`src/rtl/fu_logic_pipe_pkg.sv`:
```
// Shared types, opcode macros and flag indices for the logic/shift functional unit.
// Build option FU_LOGIC_BITCNT_EN enables the CLZ/POPCNT opcodes in fu_logic_core.
`ifndef FU_LOGIC_PIPE_PKG_DEFS
`define FU_LOGIC_PIPE_PKG_DEFS
`define AND_OP    4'd0
`define XOR_OP    4'd1
`define OR_OP     4'd2
`define NEG_OP    4'd3
`define LSLS_OP   4'd4
`define LSRS_OP   4'd5
`define ASRS_OP   4'd6
`define RORS_OP   4'd7
`define CLZ_OP    4'd8
`define POPCNT_OP 4'd9
`endif

package Purple_Jade_pkg;
  localparam int WIDTH_OP  = 4;
  localparam int NUM_FLAGS = 4;
  localparam int FLAG_C    = 3;
  localparam int FLAG_N    = 2;
  localparam int FLAG_Z    = 1;
  localparam int FLAG_V    = 0;

  // Stage payload is sized for the widest legal configuration; unused upper bits stay 0.
  localparam int MAX_WIDTH = 64;
  localparam int MAX_TAG_W = 16;

  typedef struct packed {
    logic                 valid;
    logic [MAX_WIDTH-1:0] result;
    logic [NUM_FLAGS-1:0] flags;
    logic [MAX_TAG_W-1:0] rob_dest;
    logic [MAX_TAG_W-1:0] reg_dest;
    logic                 illegal;
  } fu_logic_stage_t;
endpackage

```
`src/rtl/fu_logic_pipe_if.sv`:
```
// Issue/writeback bundle of the logic/shift unit; master = issue+CDB side, slave = unit.
interface fu_logic_pipe_if
  import Purple_Jade_pkg::*;
#(
  parameter int WIDTH  = 16,
  parameter int ROB_W  = 5,
  parameter int PREG_W = 6
);
  logic                 in_v_i;
  logic                 in_ready_o;
  logic [WIDTH_OP-1:0]  opcode_i;
  logic [WIDTH-1:0]     operand1_i;
  logic [WIDTH-1:0]     operand2_i;
  logic [ROB_W-1:0]     rob_dest_i;
  logic [PREG_W-1:0]    reg_dest_i;
  logic                 out_v_o;
  logic                 out_ready_i;
  logic [WIDTH-1:0]     result_o;
  logic [NUM_FLAGS-1:0] flags_o;
  logic [ROB_W-1:0]     rob_dest_o;
  logic [PREG_W-1:0]    reg_dest_o;
  logic                 illegal_o;

  modport slave (
    input  in_v_i, opcode_i, operand1_i, operand2_i, rob_dest_i, reg_dest_i, out_ready_i,
    output in_ready_o, out_v_o, result_o, flags_o, rob_dest_o, reg_dest_o, illegal_o
  );

  modport master (
    output in_v_i, opcode_i, operand1_i, operand2_i, rob_dest_i, reg_dest_i, out_ready_i,
    input  in_ready_o, out_v_o, result_o, flags_o, rob_dest_o, reg_dest_o, illegal_o
  );
endinterface

```
`src/rtl/fu_logic_pipe_core.sv`:
```
// Combinational op/flag compute for the logic/shift unit.
// FU_LOGIC_BITCNT_EN adds CLZ/POPCNT; otherwise those opcodes decode as illegal.
module fu_logic_core
  import Purple_Jade_pkg::*;
#(
  parameter int WIDTH = 16
) (
  input  logic [WIDTH_OP-1:0]  opcode,
  input  logic [WIDTH-1:0]     op1,
  input  logic [WIDTH-1:0]     op2,
  output logic [WIDTH-1:0]     result,
  output logic [NUM_FLAGS-1:0] flags,
  output logic                 illegal
);
  localparam int SHW  = $clog2(WIDTH) + 1;
  localparam int ROTW = $clog2(WIDTH);

  logic [SHW-1:0]     sh;
  logic [2*WIDTH-1:0] lsl_w, lsr_w, asr_w, ror_w;
  logic               carry, cnt_op;

  assign sh = op2[SHW-1:0];

  // Double-width shifts: the bit just past the result window is the carry-out,
  // which gives the sh==WIDTH and sh>WIDTH carry cases without special-casing.
  assign lsl_w = {{WIDTH{1'b0}}, op1} << sh;
  assign lsr_w = {op1, {WIDTH{1'b0}}} >> sh;
  assign asr_w = $signed({op1, {WIDTH{1'b0}}}) >>> sh;
  assign ror_w = {op1, op1} >> sh[ROTW-1:0];

  logic unused_core_bits;
  assign unused_core_bits = ^{lsl_w, lsr_w, asr_w, ror_w, op2};

`ifdef FU_LOGIC_BITCNT_EN
  logic [WIDTH-1:0] clz, popcnt;
  always_comb begin
    clz    = WIDTH'(WIDTH);
    popcnt = '0;
    for (int i = 0; i < WIDTH; i++) begin
      if (op1[i]) clz = WIDTH'(WIDTH - 1 - i);
      popcnt = popcnt + WIDTH'(op1[i]);
    end
  end
`endif

  always_comb begin
    result  = '0;
    carry   = 1'b0;
    cnt_op  = 1'b0;
    illegal = 1'b0;
    case (opcode)
      `AND_OP:  result = op1 & op2;
      `XOR_OP:  result = op1 ^ op2;
      `OR_OP:   result = op1 | op2;
      `NEG_OP:  result = ~op1;
      `LSLS_OP: begin result = lsl_w[WIDTH-1:0];         carry = lsl_w[WIDTH];   end
      `LSRS_OP: begin result = lsr_w[2*WIDTH-1:WIDTH];   carry = lsr_w[WIDTH-1]; end
      `ASRS_OP: begin result = asr_w[2*WIDTH-1:WIDTH];   carry = asr_w[WIDTH-1]; end
      `RORS_OP: begin
        result = ror_w[WIDTH-1:0];
        carry  = (sh != '0) & ror_w[WIDTH-1];
      end
`ifdef FU_LOGIC_BITCNT_EN
      `CLZ_OP:    begin result = clz;    cnt_op = 1'b1; end
      `POPCNT_OP: begin result = popcnt; cnt_op = 1'b1; end
`endif
      default:  illegal = 1'b1;
    endcase
  end

  always_comb begin
    flags = '0;
    if (!illegal) begin
      flags[FLAG_Z] = (result == '0);
      if (cnt_op) begin
        flags[FLAG_C] = (op1 == '0);
      end else begin
        flags[FLAG_C] = carry;
        flags[FLAG_N] = result[WIDTH-1];
      end
    end
  end
endmodule

```
`src/rtl/fu_logic_pipe.sv`:
```
// Elastic STAGES-deep pipeline around fu_logic_core with valid/ready toward the CDB and flush.
// Optional CLZ/POPCNT ops are selected by FU_LOGIC_BITCNT_EN inside fu_logic_core.
module fu_logic_pipe
  import Purple_Jade_pkg::*;
#(
  parameter int WIDTH        = 16,
  parameter int STAGES       = 2,
  parameter int ROB_ENTRY    = 32,
  parameter int NUM_PHYS_REG = 64,
  parameter int ROB_W        = $clog2(ROB_ENTRY),
  parameter int PREG_W       = $clog2(NUM_PHYS_REG)
) (
  input  logic            clk_i,
  input  logic            reset_n_i,
  input  logic            flush_i,
  fu_logic_pipe_if.slave  bus
);
  logic [WIDTH-1:0]     core_res;
  logic [NUM_FLAGS-1:0] core_flags;
  logic                 core_ill;

  fu_logic_core #(.WIDTH(WIDTH)) u_core (
    .opcode  (bus.opcode_i),
    .op1     (bus.operand1_i),
    .op2     (bus.operand2_i),
    .result  (core_res),
    .flags   (core_flags),
    .illegal (core_ill)
  );

  fu_logic_stage_t   st_q   [STAGES];
  fu_logic_stage_t   stg_in [STAGES];
  logic [STAGES-1:0] vld, rdy;
  logic              accept;

  always_comb
    for (int k = 0; k < STAGES; k++) vld[k] = st_q[k].valid;

  // Stage k may load iff some stage at or downstream of k is empty, or the tail drains.
  always_comb
    for (int k = 0; k < STAGES; k++) begin
      rdy[k] = bus.out_ready_i;
      for (int j = k; j < STAGES; j++)
        if (!vld[j]) rdy[k] = 1'b1;
    end

  assign bus.in_ready_o = rdy[0] | flush_i;
  assign accept         = bus.in_v_i & rdy[0] & ~flush_i;

  always_comb begin
    stg_in[0]                       = '0;
    stg_in[0].valid                 = accept;
    stg_in[0].result[WIDTH-1:0]     = core_res;
    stg_in[0].flags                 = core_flags;
    stg_in[0].rob_dest[ROB_W-1:0]   = bus.rob_dest_i;
    stg_in[0].reg_dest[PREG_W-1:0]  = bus.reg_dest_i;
    stg_in[0].illegal               = core_ill;
    for (int k = 1; k < STAGES; k++) stg_in[k] = st_q[k-1];
  end

  // Payload only moves with a valid op so a bubble never disturbs held outputs.
  always_ff @(posedge clk_i or negedge reset_n_i) begin
    if (!reset_n_i) begin
      for (int k = 0; k < STAGES; k++) st_q[k] <= '0;
    end else if (flush_i) begin
      for (int k = 0; k < STAGES; k++) st_q[k].valid <= 1'b0;
    end else begin
      for (int k = 0; k < STAGES; k++)
        if (rdy[k]) begin
          if (stg_in[k].valid) st_q[k]       <= stg_in[k];
          else                 st_q[k].valid <= 1'b0;
        end
    end
  end

  assign bus.out_v_o    = st_q[STAGES-1].valid;
  assign bus.result_o   = st_q[STAGES-1].result[WIDTH-1:0];
  assign bus.flags_o    = st_q[STAGES-1].flags;
  assign bus.rob_dest_o = st_q[STAGES-1].rob_dest[ROB_W-1:0];
  assign bus.reg_dest_o = st_q[STAGES-1].reg_dest[PREG_W-1:0];
  assign bus.illegal_o  = st_q[STAGES-1].illegal;

  logic unused_tail;
  assign unused_tail = ^st_q[STAGES-1];
endmodule

```
`src/flat_wrapper.sv`:
```
// flat-port wrapper written by rule: the top's interface ports become plain ports
module fu_logic_pipe_flat import Purple_Jade_pkg::*;
#(
  parameter int WIDTH        = 16,
  parameter int STAGES       = 2,
  parameter int ROB_ENTRY    = 32,
  parameter int NUM_PHYS_REG = 64,
  parameter int ROB_W        = $clog2(ROB_ENTRY),
  parameter int PREG_W       = $clog2(NUM_PHYS_REG)
)
  (clk_i, reset_n_i, flush_i, bus_in_v_i, bus_opcode_i, bus_operand1_i, bus_operand2_i, bus_rob_dest_i, bus_reg_dest_i, bus_out_ready_i, bus_in_ready_o, bus_out_v_o, bus_result_o, bus_flags_o, bus_rob_dest_o, bus_reg_dest_o, bus_illegal_o);
  fu_logic_pipe_if #(.WIDTH(WIDTH), .ROB_W(ROB_W), .PREG_W(PREG_W)) bus_i ();
  input  logic clk_i;
  input  logic reset_n_i;
  input  logic flush_i;
  input wire logic [$bits(bus_i.in_v_i)-1:0] bus_in_v_i;
  input wire logic [$bits(bus_i.opcode_i)-1:0] bus_opcode_i;
  input wire logic [$bits(bus_i.operand1_i)-1:0] bus_operand1_i;
  input wire logic [$bits(bus_i.operand2_i)-1:0] bus_operand2_i;
  input wire logic [$bits(bus_i.rob_dest_i)-1:0] bus_rob_dest_i;
  input wire logic [$bits(bus_i.reg_dest_i)-1:0] bus_reg_dest_i;
  input wire logic [$bits(bus_i.out_ready_i)-1:0] bus_out_ready_i;
  output wire logic [$bits(bus_i.in_ready_o)-1:0] bus_in_ready_o;
  output wire logic [$bits(bus_i.out_v_o)-1:0] bus_out_v_o;
  output wire logic [$bits(bus_i.result_o)-1:0] bus_result_o;
  output wire logic [$bits(bus_i.flags_o)-1:0] bus_flags_o;
  output wire logic [$bits(bus_i.rob_dest_o)-1:0] bus_rob_dest_o;
  output wire logic [$bits(bus_i.reg_dest_o)-1:0] bus_reg_dest_o;
  output wire logic [$bits(bus_i.illegal_o)-1:0] bus_illegal_o;
  assign bus_i.in_v_i = bus_in_v_i;
  assign bus_i.opcode_i = bus_opcode_i;
  assign bus_i.operand1_i = bus_operand1_i;
  assign bus_i.operand2_i = bus_operand2_i;
  assign bus_i.rob_dest_i = bus_rob_dest_i;
  assign bus_i.reg_dest_i = bus_reg_dest_i;
  assign bus_i.out_ready_i = bus_out_ready_i;
  assign bus_in_ready_o = bus_i.in_ready_o;
  assign bus_out_v_o = bus_i.out_v_o;
  assign bus_result_o = bus_i.result_o;
  assign bus_flags_o = bus_i.flags_o;
  assign bus_rob_dest_o = bus_i.rob_dest_o;
  assign bus_reg_dest_o = bus_i.reg_dest_o;
  assign bus_illegal_o = bus_i.illegal_o;
  fu_logic_pipe #(.WIDTH(WIDTH), .STAGES(STAGES), .ROB_ENTRY(ROB_ENTRY), .NUM_PHYS_REG(NUM_PHYS_REG), .ROB_W(ROB_W), .PREG_W(PREG_W)) u_core (.clk_i(clk_i), .reset_n_i(reset_n_i), .flush_i(flush_i), .bus(bus_i));
endmodule
```
`config.mk`:
```
export PLATFORM = sky130hd
export DESIGN_NAME = fu_logic_pipe_flat
export DESIGN_NICKNAME = d
export VERILOG_FILES = /design/src/rtl/fu_logic_pipe_pkg.sv /design/src/rtl/fu_logic_pipe_if.sv /design/src/rtl/fu_logic_pipe_core.sv /design/src/rtl/fu_logic_pipe.sv /design/src/flat_wrapper.sv
export SDC_FILE = /design/constraint.sdc
export NUM_CORES = 1
export LEC_CHECK = 0
export CELL_PAD_IN_SITES_DETAIL_PLACEMENT = 0
export CELL_PAD_IN_SITES_GLOBAL_PLACEMENT = 1
export CORE_MARGIN = 10
export CORE_UTILIZATION = 25
export DETAILED_ROUTE_END_ITERATION = 10
export GPL_TIMING_DRIVEN = 1
export HOLD_SLACK_MARGIN = 0.06
export PLACE_DENSITY_LB_ADDON = 0.1
export SLEW_MARGIN = 20
export SYNTH_ARGS = -nofsm -noshare
export SYNTH_HDL_FRONTEND = slang
export SYNTH_HIERARCHICAL = 1
export SYNTH_SLANG_ARGS = --single-unit
```
`constraint.sdc`:
```
create_clock -name clk_i -period 3.65 [get_ports clk_i]
set_input_delay 0.73 -clock clk_i [delete_from_list [all_inputs] [get_ports clk_i]]
set_output_delay 0.73 -clock clk_i [all_outputs]
set_load 0.1 [all_outputs]
```
; ---- Word-level counts from Yosys, hierarchy flattened
; Cells that the tools add are included.
[op_classes]
n_eq_ne = 7
shift = 4
multipliers = 0
reduce_logical = 8
mux = 15
addsub = 0
bitwise = 9
n_div = 0
order_cmp = 0
[ops]
columns = op, count
row1 = 2-to-1 mux 102 bit, 2
row2 = case mux 16 bit (8 select lines), 1
row3 = 2-to-1 mux 53 bit, 2
row4 = right shift 32 x 4 -> 16 bit, 1
row5 = right shift 32 x 5 -> 32 bit, 1
row6 = >>> shifter 32 x 5 -> 32 bit, 1
row7 = left shift 16 x 5 -> 17 bit, 1
row8 = bitwise AND 16 bit, 1
row9 = "equality test 4 x 3 -> 1 bit, second input constant", 4
row10 = zero test 16 bit, 1
row11 = NOT 16 bit, 1
row12 = bitwise OR 16 bit, 1
row13 = XOR 16 bit, 1
row14 = "equality test 4 x 2 -> 1 bit, second input constant", 2
row15 = 2-to-1 mux 1 bit, 8
row16 = OR reduction 8 bit, 1
row17 = AND reduction 3 bit, 2
row18 = nonzero test 5 bit, 1
row19 = "equality test 4 x 1 -> 1 bit, second input constant", 1
row20 = zero test 4 bit, 1
row21 = case mux 1 bit (4 select lines), 1
row22 = nonzero test 2 bit, 2
row23 = bitwise AND 1 bit, 3
row24 = 2-to-1 mux 3 bit, 1
row25 = 2 further kinds, 2
[word_totals]
mem_bits_rw = 0
latchBits = 0
output_inout_bits = 34
rom_bits = 0
regBits = 64
input_bits = 52
mem_count = 0

; ---- Logic depth before layout (Yosys ltp)
[depth]
ltp_word = 7
mapped_depth = 14
mapped_depth_nobuf = 10

; ---- By module
; The synthesis kept the hierarchy.
[modules_own_cells]
columns = module, cells_each, instances, area_per_inst_um2, seq_area_each_um2
row1 = fu_logic_core, 516, 1, 3922.5, 0.0
row2 = fu_logic_pipe, 177, 1, 2854.0, 1651.6

; ---- Worst setup path after synthesis
; OpenSTA, ideal clock, no wires.
[synth_timing]
path_kind = input port to flip-flop
startpoint = in bus_operand2_i[2]
endpoint = reg u_core/st_q[136] (netlist name)
path_stages = 13
setup_ns = 0.064
arrival_ns = 3.602
setup_slack_ns = -0.016
n_path_buf = 4
path_cell_list = buf_6 > buf_4 > buf_2 > inv_2 > clkbuf_1 > ha_1 > mux4_2 > a22o_1 > nor3_1 > nand3_1 > or4_1 > nor4_2 > mux2_4
[synth_between]
elab_chain_len = 4
elab_cells_between_ends = 10
classes_between = shift (4) / mux (2) / bitwise (3) / reduce/logical (1)
[synth_rtl]
columns = element, line_no
row1 = from (decl), flat_wrapper.sv:19  ; input wire logic [$bits(bus_i.operand2_i)-1:0] bus_operand2_i;
row2 = ">>> shifter 32 x 5 -> 32 bit, or another cell as far along", fu_logic_pipe_core.sv:28  ; assign asr_w = $signed({op1, {WIDTH{1'b0}}}) >>> sh;
row3 = case mux 16 bit (8 select lines) *, fu_logic_pipe_core.sv:51  ; case (opcode)
row4 = named net u_core.core_res[2], fu_logic_pipe.sv:18  ; logic [WIDTH-1:0] core_res;
row5 = zero test 16 bit *, fu_logic_pipe_core.sv:74  ; flags[FLAG_Z] = (result == '0);
row6 = 2-to-1 mux 3 bit *, fu_logic_pipe_core.sv:73  ; if (!illegal) begin
row7 = named net u_core.core_flags[1], fu_logic_pipe.sv:19  ; logic [NUM_FLAGS-1:0] core_flags;
row8 = "to (signal, indexed assignment)", fu_logic_pipe.sv:70  ; if (stg_in[k].valid) st_q[k] <= stg_in[k];
row9 = to (decl), fu_logic_pipe.sv:31  ; fu_logic_stage_t st_q [STAGES];
; The timed path passes the listed nets; every way through them passes the cells marked *.
; A chain may end at the register's enable or synchronous reset.

; ---- Worst setup path after layout
[layout_timing]
startpoint = in bus_operand1_i[0]
endpoint = reg u_core/st_q[136] (netlist name)
[layout_between]
elab_chain_len = 4
elab_cells_between_ends = 11
classes_between = shift (4) / mux (2) / bitwise (4) / reduce/logical (1)
[layout_rtl]
columns = element, line_no
row1 = from (decl), flat_wrapper.sv:18  ; input wire logic [$bits(bus_i.operand1_i)-1:0] bus_operand1_i;
row2 = ">>> shifter 32 x 5 -> 32 bit, or another cell as far along", fu_logic_pipe_core.sv:28
row3 = case mux 16 bit (8 select lines) *, fu_logic_pipe_core.sv:51
row4 = named net u_core.core_res[12], fu_logic_pipe.sv:18
row5 = zero test 16 bit *, fu_logic_pipe_core.sv:74
row6 = 2-to-1 mux 3 bit *, fu_logic_pipe_core.sv:73
row7 = named net u_core.core_flags[1], fu_logic_pipe.sv:19
; Marks and branches as above.

==> run_results.csv <==
group,metric,value,unit
yosys,synthSimpleGateAreaFrac,0.138,
yosys,syn_area_per_cell,9.78,sq um
hold_path,min_path_type,"input port to async pin",
timing,fin_ws,0.106,ns
layout,final_layout_size_suffix_gt1_frac,0.381,
setup_path,critPathLaunch,"bus_operand1_i[0]",
job,drv_cap,0,
layout,regArea,0.00165,sq mm
placed_design,placed_cell_area,0.00906,sq mm
timing,setup_viol,0,
setup_path,rr_worst_depth,3,
timing,worst_pin_slew,1.01,ns
timing,hold_viol,0,
placed_design,gp_congestion,0.923,
setup_path,cp_max_fo,7,
grt,grt_pass1_vias,6596,
route,drt-initial-drc-count,469,
power_and_ir_drop,switching_share,0.431,
placed_design,port_buffers,85,
layout,layout_commonest_cell,"buf_4",
power_and_ir_drop,p_per_area,392,mW/mm^2
clock_network,cts_buffers,9,
yosys,synthAdderAreaFrac,0.0628,
yosys,ys_types,75,
setup_path,path_class,"input port to flop",
clock_network,ctsHoldBuffers,0,
layout,syn_to_final_growth,38.6,%
yosys,postSynthCellCount,693,
yosys,synth-main-ff-cell,"dfrtp_1",
setup_path,reg2reg_to,"u_core/st_q[153]$_DFFE_PN0P_",
route,wl_per_cell,22.3,microns
clock_network,htreeDepth,3,
run_status,outcome,"complete, no violations",
power_and_ir_drop,p_int,2.09,mW
clock_network,clock-sinks,66,
floorplanning,initial_core_util,0.253,
yosys,seq_area_frac_synth,0.244,
timing,fin_crit_sh,0.971,
yosys,yosys_warnings,6,
yosys,synth_seq_cells,66,
timing,slew_violations,0,
setup_path,reg2reg_slack,2.04,ns
timing,period_minus_slack,3.54,ns
yosys,synthesis.nets,779,
route,vias,6275,
route,drt_wl_total,27.6,mm
clock_network,clock_path_buffers,2,
floorplanning,die_y,185,microns
setup_path,end_kind,"flop",
grt,grt_first_pass_wirelength,41.5,mm
setup_path,timing.rr.start,"u_core/bus.out_v_o$_DFFE_PN0P_",
yosys,synth_top_family_by_area,"multiplexers",
setup_path,critPathArrivalTime,3.81,ns
layout,diodes,0,
layout,final_cell_mix,"buf_4, clkdlybuf4s50_1, dfrtp_1, nand2_1, mux2_2",
yosys,syn-cell-area,0.00678,sq mm
setup_path,cp.required,3.91,ns
floorplanning,die_x,185,microns
placed_design,place_ws,-0.315,ns
yosys,synth-edff-count,0,
power_and_ir_drop,power,3.68,mW
yosys,synthXorXnorAreaFrac,0.00129,
layout,finalInstanceArea,0.00939,sq mm
route,via_per_inst,5.08,
yosys,muxShareOfSynthArea,0.313,
layout,fillerInstances,2767,
timing,relSlewSlack,0.322,
grt,grt-ovfl-total,0,
setup_path,crit_end,"u_core/st_q[136]$_DFFE_PN0P_",
route,route.detailed.drc,0,
clock_network,cts_tree,"yes",
power_and_ir_drop,power_frac_clock,0.227,
yosys,synth_compound_area_frac,0.129,
power_and_ir_drop,seq_power_share,0.259,
grt,grt_use_total,0.161,
route,ant_nets,0,
floorplanning,ios,86,
power_and_ir_drop,p_comb_frac,0.514,
placed_design,dp_hpwl,22.9,mm
timing,rsz0062_at_grt,"false",
power_and_ir_drop,p_switching,1.59,mW
clock_network,cts_root_buf,"clkbuf_16",
timing,finClkSkew,0.00589,ns
layout,final_nets,975,
floorplanning,floorplan.rows,60,
clock_network,clkTransAtPathRegs,0.05,ns
grt,grt_antenna_before_repair,0,
floorplanning,core,0.0268,sq mm
grt,grt_max_degree,37,
timing,fmax,282,MHz
layout,multi_input_area,0.00440,sq mm
power_and_ir_drop,p_leak,4.36,nW
power_and_ir_drop,ir_worst_vdd,246,uV
yosys,ys_async_sr_fraction,1.00,
route,dr.pass1.iters,5,
clock_network,clk-insertion-delay-late,0.33,ns
floorplanning,die_area,0.0341,sq mm
setup_path,worstSetupStartpointType,"input port",
[sequential cells by signal (all words and copies together), names as in the netlist]
signal / flops
u_core/bus.reg_dest_o: 6
u_core/bus.result_o: 16
u_core/bus.rob_dest_o: 5
u_core/bus.out_v_o: 1
u_core/bus.flags_o: 4
u_core/st_q: 33
u_core/bus.illegal_o: 1
[routing by layer]
metal / track usage / part of all wire
met3: 0.0217 / 0.047
met5: 0 / 0
met2: 0.266 / 0.47
met4: 0.0761 / 0.044
met1: 0.204 / 0.44
[synth_stat cells, types with 17 or more instances]
master | n | area (sq um)
mux2i_1 | 29 | 290
nand2_1 | 48 | 180
buf_4 | 36 | 270
ha_1 | 34 | 425
mux2_2 | 44 | 495
a21oi_1 | 31 | 155
mux2_4 | 30 | 450
buf_2 | 17 | 85.1
clkbuf_1 | 31 | 116
dfrtp_1 | 66 | 1650
mux4_2 | 35 | 788
o21ai_0 | 18 | 90.1
nor2_1 | 34 | 128
inv_1 | 41 | 154
[worst max-delay path: stages]
cell	delay (ns)
clkdlybuf4s50_1	0.45
buf_4	0.19
mux4_2	0.49
mux2i_2	0.22
nand2_1	0.08
and3_1	0.17
or4_1	0.58
or4b_1	0.56
nor4_2	0.16
mux2_4	0.18
[cell families (layout without fill, tap and decap cells)]
group | Yosys count | after routing
multiplexers | 144 | 144
AND/OR/NAND/NOR | 177 | 177
other | 1 | 1
adder cells (fa/ha/maj) | 34 | 34
AO/OA/AOI/OAI | 128 | 128
flip-flops | 66 | 66
XOR/XNOR | 1 | 1
buffers and inverters | 142 | 343
[final cells by class]
class / instances / share of cell area
Inverter: 45 / 0.0180
Multi-Input combinational cell: 485 / 0.468
Tap cell: 341 / 0.0454
Sequential cell: 66 / 0.176
Timing Repair Buffer: 282 / 0.262
Clock inverter: 5 / 0.00586
Clock buffer: 11 / 0.0248
[metrics by stage]
step           utilization  hold WS, ns  setup TNS (ns)  cells
2_1_floorplan            -        0.434               0    693
4_1_cts              0.349        0.496               0   1234
6_report             0.350        0.486               0   1235
3_5_place_dp         0.338        0.483          -0.359   1218
3_3_place_gp         0.338        0.481          -0.527   1218
5_1_grt              0.350        0.514               0   1235
[timing repair]
item / in CTS / in global routing
hold endpoints to repair: 0 / 0
gates resized for setup: 0 / 11
setup endpoints to repair: 0 / 1
setup buffers: 0 / 1
[power groups by stage]
stage,Sequential [mW],Combinational (mW),Clock [mW]
after floorplan,0.971,1.35,0
after global placement,0.958,1.89,0
after detailed placement,0.969,1.90,0
after CTS,0.956,1.90,0.862
after global routing,0.975,1.98,0.894
final,0.953,1.89,0.834
[how the worst min path moves through the flow]
stage / end / slack (ns) / cells after the start
after floorplan: u_core/bus.flags_o[0]$_DFFE_PN0P_ / 0.43 / 0
final: u_core/bus.result_o[4]$_DFFE_PN0P_ / 0.49 / 1
after global routing: u_core/bus.reg_dest_o[1]$_DFFE_PN0P_ / 0.51 / 1
after CTS: u_core/bus.illegal_o$_DFFE_PN0P_ / 0.50 / 1
after detailed placement: u_core/bus.illegal_o$_DFFE_PN0P_ / 0.48 / 1
after global placement: u_core/bus.illegal_o$_DFFE_PN0P_ / 0.48 / 1
Power figures use the tool's default switching activity.
